[src/rtl/ro_puf_pkg.sv]
// Shared definitions for the ring-oscillator PUF scan logic: bank size,
// select width, scan FSM states and the one-hot enable decode.
package ro_puf_pkg;

  localparam int NUM_RO = 16;
  localparam int SEL_W  = 4;

  typedef enum logic [2:0] {
    IDLE     = 3'd0,
    SETTLE_A = 3'd1,
    MEAS_A   = 3'd2,
    SETTLE_B = 3'd3,
    MEAS_B   = 3'd4,
    DONE     = 3'd5
  } scan_state_t;

  // Turn an RO index into the enable pattern for the bank
  function automatic logic [NUM_RO-1:0] onehot(input logic [SEL_W-1:0] idx);
    logic [NUM_RO-1:0] v;
    v      = '0;
    v[idx] = 1'b1;
    return v;
  endfunction

endpackage

[src/rtl/ro_edge_counter.sv]
// Brings the asynchronous RO mux output into the clock domain, detects its
// rising edges and counts them with saturation. The count output already
// includes an edge being accepted in the current cycle, so a reader that
// samples it on the last cycle of a window gets the complete total.
module ro_edge_counter #(
  parameter int CNT_W = 16
) (
  input  logic             clk,
  input  logic             rst,
  input  logic             clear,
  input  logic             enable,
  input  logic             ro_sample,
  output logic [CNT_W-1:0] count
);

  logic             sync1;
  logic             sync2;
  logic             prev;
  logic             rise;
  logic [CNT_W-1:0] count_q;

  // Two-flop synchronizer followed by a history flop for edge detection
  always_ff @(posedge clk) begin
    if (rst) begin
      sync1 <= 1'b0;
      sync2 <= 1'b0;
      prev  <= 1'b0;
    end else begin
      sync1 <= ro_sample;
      sync2 <= sync1;
      prev  <= sync2;
    end
  end

  assign rise = sync2 & ~prev;

  // Next count: one more on an enabled edge, pinned at all-ones once full
  always_comb begin
    count = count_q;
    if (enable && rise && (count_q != {CNT_W{1'b1}})) begin
      count = count_q + CNT_W'(1);
    end
  end

  // Counter register, cleared by reset or by the settle phase
  always_ff @(posedge clk) begin
    if (rst || clear) begin
      count_q <= '0;
    end else begin
      count_q <= count;
    end
  end

endmodule

[src/rtl/ro_scan_controller.sv]
// Evaluates one RO-PUF challenge: runs RO A, counts its edges over a fixed
// window, repeats for RO B, then publishes both counts and the response bit.
module ro_scan_controller
  import ro_puf_pkg::*;
#(
  parameter int SETTLE_CYCLES = 16,
  parameter int WIN_CYCLES    = 1024,
  parameter int CNT_W         = 16
) (
  input  logic             clk,
  input  logic             rst,
  input  logic             start,
  input  logic [3:0]       ch_a,
  input  logic [3:0]       ch_b,
  output logic [15:0]      ro_en,
  output logic [3:0]       select,
  input  logic             ro_sample,
  output logic             busy,
  output logic             done,
  output logic             resp,
  output logic [CNT_W-1:0] count_a,
  output logic [CNT_W-1:0] count_b
);

  localparam int TMR_MAX = (SETTLE_CYCLES > WIN_CYCLES) ? SETTLE_CYCLES : WIN_CYCLES;
  localparam int TMR_W   = $clog2(TMR_MAX + 1);
  localparam logic [TMR_W-1:0] SETTLE_LAST = TMR_W'(SETTLE_CYCLES - 1);
  localparam logic [TMR_W-1:0] WIN_LAST    = TMR_W'(WIN_CYCLES - 1);

  scan_state_t      state;
  logic [TMR_W-1:0] timer;
  logic [SEL_W-1:0] lat_a;
  logic [SEL_W-1:0] lat_b;
  logic [CNT_W-1:0] hold_a;
  logic [CNT_W-1:0] cnt;
  logic             cnt_clear;
  logic             cnt_en;

  // The counter is held at zero while an RO settles and counts only in a window
  assign cnt_clear = (state == SETTLE_A) || (state == SETTLE_B);
  assign cnt_en    = (state == MEAS_A) || (state == MEAS_B);

  ro_edge_counter #(
    .CNT_W(CNT_W)
  ) u_edge_counter (
    .clk      (clk),
    .rst      (rst),
    .clear    (cnt_clear),
    .enable   (cnt_en),
    .ro_sample(ro_sample),
    .count    (cnt)
  );

  // Scan sequencer; every output is registered and set on the state transition
  always_ff @(posedge clk) begin
    if (rst) begin
      state   <= IDLE;
      timer   <= '0;
      lat_a   <= '0;
      lat_b   <= '0;
      hold_a  <= '0;
      ro_en   <= '0;
      select  <= '0;
      busy    <= 1'b0;
      done    <= 1'b0;
      resp    <= 1'b0;
      count_a <= '0;
      count_b <= '0;
    end else begin
      case (state)
        IDLE: begin
          if (start) begin
            lat_a  <= ch_a;
            lat_b  <= ch_b;
            ro_en  <= onehot(ch_a);
            select <= ch_a;
            busy   <= 1'b1;
            timer  <= '0;
            state  <= SETTLE_A;
          end
        end
        SETTLE_A: begin
          if (timer == SETTLE_LAST) begin
            timer <= '0;
            state <= MEAS_A;
          end else begin
            timer <= timer + TMR_W'(1);
          end
        end
        MEAS_A: begin
          if (timer == WIN_LAST) begin
            hold_a <= cnt;
            ro_en  <= onehot(lat_b);
            select <= lat_b;
            timer  <= '0;
            state  <= SETTLE_B;
          end else begin
            timer <= timer + TMR_W'(1);
          end
        end
        SETTLE_B: begin
          if (timer == SETTLE_LAST) begin
            timer <= '0;
            state <= MEAS_B;
          end else begin
            timer <= timer + TMR_W'(1);
          end
        end
        MEAS_B: begin
          if (timer == WIN_LAST) begin
            count_a <= hold_a;
            count_b <= cnt;
            resp    <= (hold_a > cnt);
            ro_en   <= '0;
            busy    <= 1'b0;
            done    <= 1'b1;
            timer   <= '0;
            state   <= DONE;
          end else begin
            timer <= timer + TMR_W'(1);
          end
        end
        DONE: begin
          done  <= 1'b0;
          state <= IDLE;
        end
        default: begin
          ro_en <= '0;
          busy  <= 1'b0;
          done  <= 1'b0;
          state <= IDLE;
        end
      endcase
    end
  end

endmodule

[config.mk]
export PLATFORM = sky130hd
export DESIGN_NAME = ro_scan_controller
export DESIGN_NICKNAME = d
export VERILOG_FILES = /design/src/rtl/ro_puf_pkg.sv /design/src/rtl/ro_edge_counter.sv /design/src/rtl/ro_scan_controller.sv
export SDC_FILE = /design/constraint.sdc
export NUM_CORES = 1
export LEC_CHECK = 0
export ABC_AREA = 1
export ABC_CLOCK_PERIOD_IN_PS = 2100
export CAP_MARGIN = 20
export CORE_MARGIN = 3
export CORE_UTILIZATION = 50
export CTS_CLUSTER_DIAMETER = 100
export DETAILED_ROUTE_END_ITERATION = 8
export GPL_TIMING_DRIVEN = 0
export PLACE_DENSITY = 0.77
export SYNTH_ARGS = -nofsm -noshare
export SYNTH_HDL_FRONTEND = slang
export SYNTH_SLANG_ARGS = --single-unit
[constraint.sdc]
create_clock -name clk -period 2.1 [get_ports clk]
set_input_delay 0.42 -clock clk [delete_from_list [all_inputs] [get_ports clk]]
set_output_delay 0.42 -clock clk [all_outputs]
set_load 0.05 [all_outputs]
After elaboration in Yosys (flattened, before gate mapping). Index checks and enable logic that the tools add are counted.

Add/sub/neg operators: 2. $lt $le $gt $ge: 5. Eq/ne operators: 13. Mux-type cells: 27. Bitwise gates (word level): 5. Reductions and logical operators: 24.

Operators by type and width (count): $mux W16 (4); $pmux W16 S4 (1); $mux W11 (3); $pmux W11 S3 (1); $add A16 B1 Y16 const B (1); $gt A16 B16 Y1 (1); $ne A16 B16 Y1 const B (1); $mux W3 (5); $pmux W3 S5 (1); $add A11 B1 Y11 const B (1); $eq A11 B10 Y1 const B (1); $eq A11 B4 Y1 const B (1); $lt A4 B5 Y1 const B (2); $reduce_and A2 Y1 (5); $demux W1 S4 (2); $ge A4 B1 Y1 const B (2); $mux W4 (2); $ne A2 B1 Y1 const B (4); $pmux W4 S2 (1); $reduce_or A4 Y1 (2); $eq A3 B2 Y1 const B (2); $eq A3 B3 Y1 const B (2); $reduce_and A3 Y1 (2); $mux W1 (5); 15 further kinds (24).

Register bits after elaboration: 108. Bits of input ports: 12. Output and inout bits: 55. Word-level logic and storage cells: 91.

Longest topological paths before layout. Gate-level depths: netlist of the first run.

Depth in word-level cells: 6. Gate-level depth with buffers: 22. Depth with buffers taken out: 21.

Cells and area by module. From an unflattened synthesis of the first run, not the netlist that was laid out.

Cells, all modules: 751. Area, all modules: 5271.3 sq um.

By module, submodules not included: ro_scan_controller (instances 1, cells each 567, area each 4102.7 sq um, sequential area each 1781.7 sq um); ro_edge_counter (instances 1, cells each 184, area each 1168.6 sq um, sequential area each 380.4 sq um).

Least setup slack after synthesis of the first run. Ideal clock, no wire load.

Kind: reg2reg. Start point: register u_edge_counter.count_q[0]. End point: register resp. Setup time: 0.132 ns. Data arrival time: 2.232 ns. Data required time: 1.968 ns. Slack: -0.264 ns. Stages on the path, launching flop included: 20. Path buffers: 1. Clock period less this slack: 2.364 ns. Path through: dfxtp_1 -> ha_1 -> inv_1 -> nor2_4 -> nand2_2 -> nor2_4 -> nand2_2 -> nand2_4 -> buf_8 -> nand2_2 -> nand2_1 -> inv_2 -> ha_1 -> nand2_1 -> nor2_1 -> nand4_1 -> nor2_1 -> nor2_1 -> nand2_1 -> a21oi_1.

Word-level cells in the longest chain between the ends: 4. Elaborated cells on any way between the ends: 5. Those cells by class: 1 x add/sub; 1 x order compare; 1 x eq/ne; 1 x mux; 1 x reduce/logical.

Ends and longest elaborated chain: start: declaration (line ro_edge_counter.sv:20) `logic [CNT_W-1:0] count_q;`; start signal: assignment (line ro_edge_counter.sv:50) `count_q <= count;`; parallel branches: the longest is 2 deep, another holds $add A16 B1 Y16; $mux W16 * (line ro_edge_counter.sv:40) `if (enable && rise && (count_q != {CNT_W{1'b1}})) begin`; $gt A16 B16 Y1 * (line ro_scan_controller.sv:113) `resp <= (hold_a > cnt);`; end signal: assignment (line ro_scan_controller.sv:113); end: declaration (line ro_scan_controller.sv:20) `output logic resp,`.

Every way passes the cells marked *. A chain may end at the register's enable or synchronous reset.

Worst setup path in the final report of the first run.
Start point: register u_edge_counter.count_q[1]. End point: register resp.

Same word-level chain as after synthesis.

==> run summary, run 1 <==
status -> finished with violations
failing checks -> negative setup slack
highest clock rate -> 409 MHz
post-route design area -> 0.00695 mm^2
synthesized area per cell -> 6.99 um^2
Synth Instances -> 772
DRT Wirelength -> 15100 um
Int Pwr -> 3350 uW
crit-path cells -> ha_4 > inv_2 > nor2_4 > nand2_2 > nor2_4 > buf_6 > a21oi_4 > buf_6 > nand2_4 > nand2_2 > inv_2 > ha_4 > nand2_4 > nor2_4 > nand4_1 > nor2_1 > nor2_1 > nand2_2 > a21oi_2
# fillers -> 917
multiplexer share of the synthesized area -> 0%
Synth cell types -> 33
clock share of power -> 21.9%
Crit-path slowest cell -> dfxtp_4
drt wl/cell -> 14.9 um
CP endpoint kind -> register
Rows -> 37
die footprint -> 0.0121 mm^2
worst rel slew slack -> 58.1%
Slew @ Worst Pin -> 0.628 ns
Die Height -> 110 um
Ys Warns -> 0
min cycle time layout -> 2.44 ns
final std cells w/o fill -> 1010
worst skew pair latency -> 0.39 ns
Starting Density -> 51.8%
Compound-Gate Fraction of Synth Area -> 13.0%
Mapped Area -> 0.00540 mm^2
XOR/XNOR Fraction of Synth Area -> 2.27%
routed vias -> 5302
CTS buffer count -> 9
root buf cell -> clkbuf_8
Worst Hold Class -> register to register
fin nets -> 899
CP delay by family, top -> simple AND/OR/NAND/NOR gates
Port Buffers -> 66
Fin Clk Skew -> 0.0190 ns
crit path DAT -> 2.71 ns
post-synthesis simple-gate area fraction -> 31.0%
total inserted antenna cells -> 0
Gate power share -> 36.3%
hold_ws -> 0.412 ns
initial antenna violation count -> 0
I/O pin total -> 67
Max rail drop VDD -> 0.563 mV
setup_tns -> -0.342 ns
CP startpoint kind -> register
largest family of logic cells by synthesized area -> simple AND/OR/NAND/NOR gates
final worst slack -> -0.342 ns
sequential area share after synthesis -> 40.1%
Final setup violation count -> 1
iteration count of the initial detailed-routing pass -> 7
Synth Area in Adders -> 4.17%
Critical Path RT -> 2.36 ns
max-slew violation count -> 0
crit-path max cell delay -> 0.37 ns
H-tree depth -> 3
TritonCTS clock tree -> built
dpl cell area -> 0.00631 mm^2
Die W -> 110 um
PD cells -> 805 mW/mm^2
layout cells sized above 1 -> 17.0%
gpl congestion -> 0.909
asr flop ratio synth -> 0%
# DRC -> 0
Syn Nets -> 802
final core occ -> 66.7%
Post-synth EDFFs -> 0
CP max FO -> 5
grt ovf -> 0
static leakage -> 0.00302 uW
net switching power -> 2250 uW
dpl hpwl -> 11000 um
Placed Cells -> 974
Clock Sinks -> 108
vias in the first global route -> 5141
final hold vios -> 0
max_cap viols -> 0
unrepaired setup endpoints after global routing -> true
period utilization -> 116%
largest net degree at the start of global routing -> 19
Synth Register Bits -> 108
Vias/cell -> 5.25
first-pass GRT wire length -> 24400 um
GR Util All Layers -> 26.1%
switching fraction of total power -> 40.2%
core footprint -> 0.0104 mm^2
CP bufs+invs -> 4
Primary FF master, synth -> dfxtp_1
kind of critical path -> register to register
clock buffer depth -> 2
Flop pwr share -> 41.8%
Antenna Nets Post-Route -> 0
area grow syn2layout -> 28.7%
Initial DRC Count -> 276
Worst-path clk slew -> 0.11 ns
path summary, 6_finish.rpt:
path	slack [ns]	cells after the start	from	end
max	-0.34	19	u_edge_counter.count_q[1]$_SDFF_PP0_	resp$_SDFFE_PP0P_
min	0.41	2	u_edge_counter.sync1$_SDFF_PP0_	u_edge_counter.sync2$_SDFF_PP0_
max reg2reg	-0.34	19	u_edge_counter.count_q[1]$_SDFF_PP0_	resp$_SDFFE_PP0P_
min reg2reg	0.41	2	u_edge_counter.sync1$_SDFF_PP0_	u_edge_counter.sync2$_SDFF_PP0_
registers in the layout (all words and copies together) (netlist names):
signal                  count
ro_en                      16
hold_a                     16
busy                        1
count_a                    16
resp                        1
u_edge_counter.sync1        1
lat_b                       4
state                       3
timer                      11
select                      4
u_edge_counter.prev         1
count_b                    16
u_edge_counter.sync2        1
u_edge_counter.count_q     16
done                        1
power groups by stage:
stage	sequential, uW	clock (uW)	combinational, uW
final	2340	1220	2030
after global routing	2360	1340	2250
after CTS	2340	1260	2000
after detailed placement	2390	0	1950
after global placement	2370	0	1910
after floorplan	2770	0	1020
layout by cell type (no fill, tap or decap), drive strengths merged:
cell	instances
a21o	1
nor2	126
and2	5
clkbuf	23
buf	32
dfxtp	108
o21ai	81
clkdlybuf4s50	65
ha	18
inv	98
xor2	8
o21bai	1
nand2	157
nor3	14
dlymetal6s2s	1
nand3	62
a21oi	54
xnor2	6
clkinvlp	2
nand3b	1
nand4	7
clkinv	4
stage by stage:
step | total power [uW] | worst slack [ns]
final | 5600 | -0.342
after floorplan | 3790 | -0.0887
after global routing | 5950 | -0.472
after detailed placement | 4330 | -0.530
after global placement | 4280 | -0.483
after CTS | 5600 | -0.321
layout make-up:
| class | count | area [um^2] | area share, % |
|---|---|---|---|
| Multi-Input combinational cell | 541 | 3030 | 43.6 |
| Sequential cell | 108 | 2190 | 31.5 |
| Timing Repair Buffer | 86 | 845 | 12.2 |
| Inverter | 98 | 372 | 5.35 |
| Tap cell | 136 | 170 | 2.45 |
| Buffer | 25 | 156 | 2.25 |
| Clock buffer | 10 | 138 | 1.98 |
| Clock inverter | 6 | 48.8 | 0.702 |
worst reg2reg max path, cell delays in order, from the launching register on:
cell and delay [ns]:
dfxtp_4 0.37, ha_4 0.15, inv_2 0.06, nor2_4 0.04
nand2_2 0.09, nor2_4 0.05, buf_6 0.11, a21oi_4 0.20
buf_6 0.18, nand2_4 0.06, nand2_2 0.07, inv_2 0.05
ha_4 0.27, nand2_4 0.05, nor2_4 0.11, nand4_1 0.13
nor2_1 0.13, nor2_1 0.07, nand2_2 0.08, a21oi_2 0.05
cells by family (layout without fill, tap and decap cells):
group,count (synthesis),in the layout
and+or+nand+nor,372,372
DFF,108,108
xor gates and xnor gates,14,14
buffers and inverters,123,225
AOI/OAI and AO/OA,137,137
adders and majority gates,18,18
synthesized netlist by cell type (8+ instances only):
| master | number | share of area [%] |
|---|---|---|
| a21oi_1 | 53 | 4.9 |
| inv_2 | 9 | 0.63 |
| dfxtp_1 | 108 | 40 |
| nor3_1 | 13 | 1.2 |
| nand2_1 | 139 | 9.7 |
| o21ai_0 | 80 | 7.4 |
| xor2_1 | 8 | 1.3 |
| nor2_1 | 115 | 8.0 |
| clkbuf_1 | 12 | 0.83 |
| inv_1 | 88 | 6.1 |
| nand3_1 | 60 | 5.6 |
| nand2_2 | 15 | 1.7 |
| ha_1 | 18 | 4.2 |
timing repair:
action,in CTS,in global routing
gates resized for setup,44,34
setup endpoints to repair,1,4
hold buffers,0,0
hold endpoints to repair,0,0
setup buffers,15,3
cloned,2,0
pin swaps,24,18
metal layers:
metal | track usage (%) | share of wire [%] | up-vias
met5 | 0 | 0 | -
met4 | 9.62 | 2.5 | 0
met3 | 6.11 | 4.9 | 26
met2 | 46.5 | 51 | 143
met1 | 30.3 | 42 | 2465
li1 | - | - | 2668
Note: power is estimated with default switching activity, not from simulation.
==> inputs of run 2 (changes only) <==
- ABC_CLOCK_PERIOD_IN_PS: 2100 -> 2000
- clock period: 2.1 -> 2 ns (I/O delays scaled with it)
==> run summary, run 2 (synthesis gave the netlist of run 1 again) <==
Antenna Nets Post-Route -> 0 (unchanged)
max_cap viols -> 0 (unchanged)
first-pass GRT wire length -> 24400 um (unchanged)
CTS buffer count -> 9 (unchanged)
H-tree depth -> 3 (unchanged)
iteration count of the initial detailed-routing pass -> 7 (unchanged)
post-route design area -> 0.00703 mm^2 (+1.2%)
Die Height -> 110 um (unchanged)
commonest non-fill, non-tap cell in the layout -> nand2_1
TritonCTS clock tree -> built
met1 WL -> 6290 um (about the same)
Flop pwr share -> 41.8% (about the same)
Hold Crit Start -> u_edge_counter.sync1$_SDFF_PP0_
gpl congestion -> 0.909 (unchanged)
Worst-path clk slew -> 0.11 ns (about the same)
Placed Cells -> 974 (unchanged)
PD cells -> 835 mW/mm^2 (+3.7%)
# DRC -> 0 (unchanged)
Rows -> 37 (unchanged)
clock buffer depth -> 2 (unchanged)
highest clock rate -> 415 MHz (+1.3%)
max-slew violation count -> 0 (unchanged)
cell depth of the worst hold path -> 2 (unchanged)
CP startpoint kind -> register
Max Used Layer -> met4
kind of critical path -> register to register
Port Buffers -> 66 (unchanged)
period utilization -> 121% (+4.2 points)
dpl cell area -> 0.00631 mm^2 (unchanged)
I/O pin total -> 67 (unchanged)
failing checks -> negative setup slack
layout cells sized above 1 -> 17.9% (+0.85 points)
CP endpoint kind -> register
worst reg2reg setup slack -> -0.41 ns (-0.07 ns)
initial antenna violation count -> 0 (unchanged)
Fin Clk Skew -> 0.0187 ns (-0.000360 ns)
final worst slack -> -0.410 ns (-0.0680 ns)
Worst Hold Class -> register to register
final std cells w/o fill -> 1013 (+0.30%)
Max rail drop VDD -> 0.588 mV (+4.5%)
Int Pwr -> 3510 uW (+4.9%)
worst rel slew slack -> 56.8% (-1.3 points)
Gate power share -> 36.3% (about the same)
met2 wire length -> 7750 um (+1.2%)
DRT Wirelength -> 15200 um (+1.2%)
min cycle time layout -> 2.41 ns (-0.0320 ns)
met3 wire length -> 799 um (+9.2%)
status -> finished with violations
root buf cell -> clkbuf_8
Final setup violation count -> 1 (unchanged)
Slew @ Worst Pin -> 0.648 ns (+0.0198 ns)
setup_tns -> -0.410 ns (-0.0680 ns)
final hold vios -> 0 (unchanged)
Reg-to-Reg End -> resp$_SDFFE_PP0P_
CP max FO -> 5 (unchanged)
crit path DAT -> 2.73 ns (+0.02 ns)
worst skew pair latency -> 0.39 ns (about the same)
Clock Sinks -> 108 (unchanged)
routed vias -> 5301 (-0.019%)
dpl ws -> -0.630 ns (-0.100 ns)
GR Util All Layers -> 26.1% (unchanged)
Total Power -> 5870 uW (+4.9%)
r2r startpoint -> u_edge_counter.count_q[1]$_SDFF_PP0_
net switching power -> 2360 uW (+5.0%)
clock share of power -> 21.9% (about the same)
Die W -> 110 um (unchanged)
Starting Density -> 51.8% (unchanged)
# fillers -> 905 (-1.3%)
area grow syn2layout -> 30.3%
core footprint -> 0.0104 mm^2 (unchanged)
grt ovf -> 0 (unchanged)
R2R depth -> 21 (+2)
Initial DRC Count -> 280 (+1.4%)
die footprint -> 0.0121 mm^2 (unchanged)
switching fraction of total power -> 40.2% (about the same)
dpl hpwl -> 11000 um (unchanged)
drt wl/cell -> 15.0 um (+0.86%)
commonest non-fill, non-tap cells in the layout -> nand2_1 (122), nor2_1 (111), dfxtp_1 (94)
unrepaired setup endpoints after global routing -> true
Vias/cell -> 5.23 (-0.31%)
largest net degree at the start of global routing -> 19 (unchanged)
vias in the first global route -> 5141 (unchanged)
Hold EP -> u_edge_counter.sync2$_SDFF_PP0_
Critical Path RT -> 2.32 ns (-0.04 ns)
total inserted antenna cells -> 0 (unchanged)
fin nets -> 902 (+0.33%)
static leakage -> 0.00343 uW (+14%)
## run 2: changes by cell type in the layout (fill, tap and decap cells not counted), sizes merged
cell	before	now
clkbuf	23	24
buf	32	34
clkdlybuf4s50	65	40
dlygate4sd2	0	5
dlymetal6s2s	1	21
## run 2: metal layers
metal,GRT usage [%],vias to the layer above
met1,30.3,2445
li1,-,2672
met4,9.62,0
met3,6.11,28
met2,46.5,156
met5,0,-
## run 2: worst max-delay path by stage
stage | start | slack, ns | endpoint | depth (start not counted)
after floorplan | u_edge_counter.count_q[1]$_SDFF_PP0_ | -0.19 | resp$_SDFFE_PP0P_ | 19
after global placement | state[2]$_SDFFE_PP0P_ | -0.58 | resp$_SDFFE_PP0P_ | 17
after detailed placement | state[2]$_SDFFE_PP0P_ | -0.63 | resp$_SDFFE_PP0P_ | 17
after CTS | u_edge_counter.count_q[0]$_SDFF_PP0_ | -0.42 | resp$_SDFFE_PP0P_ | 21
after global routing | u_edge_counter.count_q[0]$_SDFF_PP0_ | -0.57 | resp$_SDFFE_PP0P_ | 19
final | u_edge_counter.count_q[1]$_SDFF_PP0_ | -0.41 | resp$_SDFFE_PP0P_ | 21
## run 2: cell type report
| type | instances | area (um^2) | share of cell area, % |
|---|---|---|---|
| Clock inverter | 6 | 48.8 | 0.694 |
| Buffer | 25 | 163 | 2.31 |
| Multi-Input combinational cell | 541 | 3040 | 43.2 |
| Clock buffer | 10 | 138 | 1.96 |
| Timing Repair Buffer | 89 | 908 | 12.9 |
| Inverter | 98 | 374 | 5.32 |
| Sequential cell | 108 | 2190 | 31.1 |
| Tap cell | 136 | 170 | 2.42 |
## run 2: worst max-delay path, stage by stage, from the launching register on
cell     delay, ns
dfxtp_4       0.37
ha_4          0.15
inv_2         0.06
nor2_4        0.04
nand2_2       0.09
nor2_4        0.05
buf_6         0.11
a21oi_4       0.20
buf_8         0.19
nand2_4       0.06
and2_4        0.15
ha_4          0.26
nand2_1       0.04
nand2_1       0.05
nand2_1       0.06
nand2_1       0.06
nand2_1       0.05
nand2_1       0.06
nand2_1       0.05
nand2_1       0.06
nand2_2       0.07
a21oi_2       0.11
## run 2: power by group through the flow
stage	combinational, uW	sequential [uW]	clock (uW)
global placement	2010	2490	0
detailed placement	2050	2500	0
global route	2360	2480	1410
floorplan	1070	2910	0
CTS	2100	2460	1320
finish	2130	2460	1280
## run 2: what timing repair did
| action | CTS | global route |
|---|---|---|
| hold buffers | 0 | 0 |
| pin swaps | 24 | 19 |
| gates resized for setup | 49 | 62 |
| cloned | 2 | 1 |
| setup buffers | 15 | 5 |
| setup endpoints to repair | 6 | 60 |
## run 2: per-stage QoR
stage / hold slack, ns / utilization, %
2_1_floorplan: 0.388 / -
3_3_place_gp: 0.397 / 60.6
3_5_place_dp: 0.401 / 60.6
4_1_cts: 0.417 / 65.3
5_1_grt: 0.439 / 67.5
6_report: 0.413 / 67.5
==> inputs of run 3 (changes only) <==
- SLEW_MARGIN: not set -> 20
==> results of run 3 <==
Same layout as run 2: the final DEF is identical, and so are final timing and power.
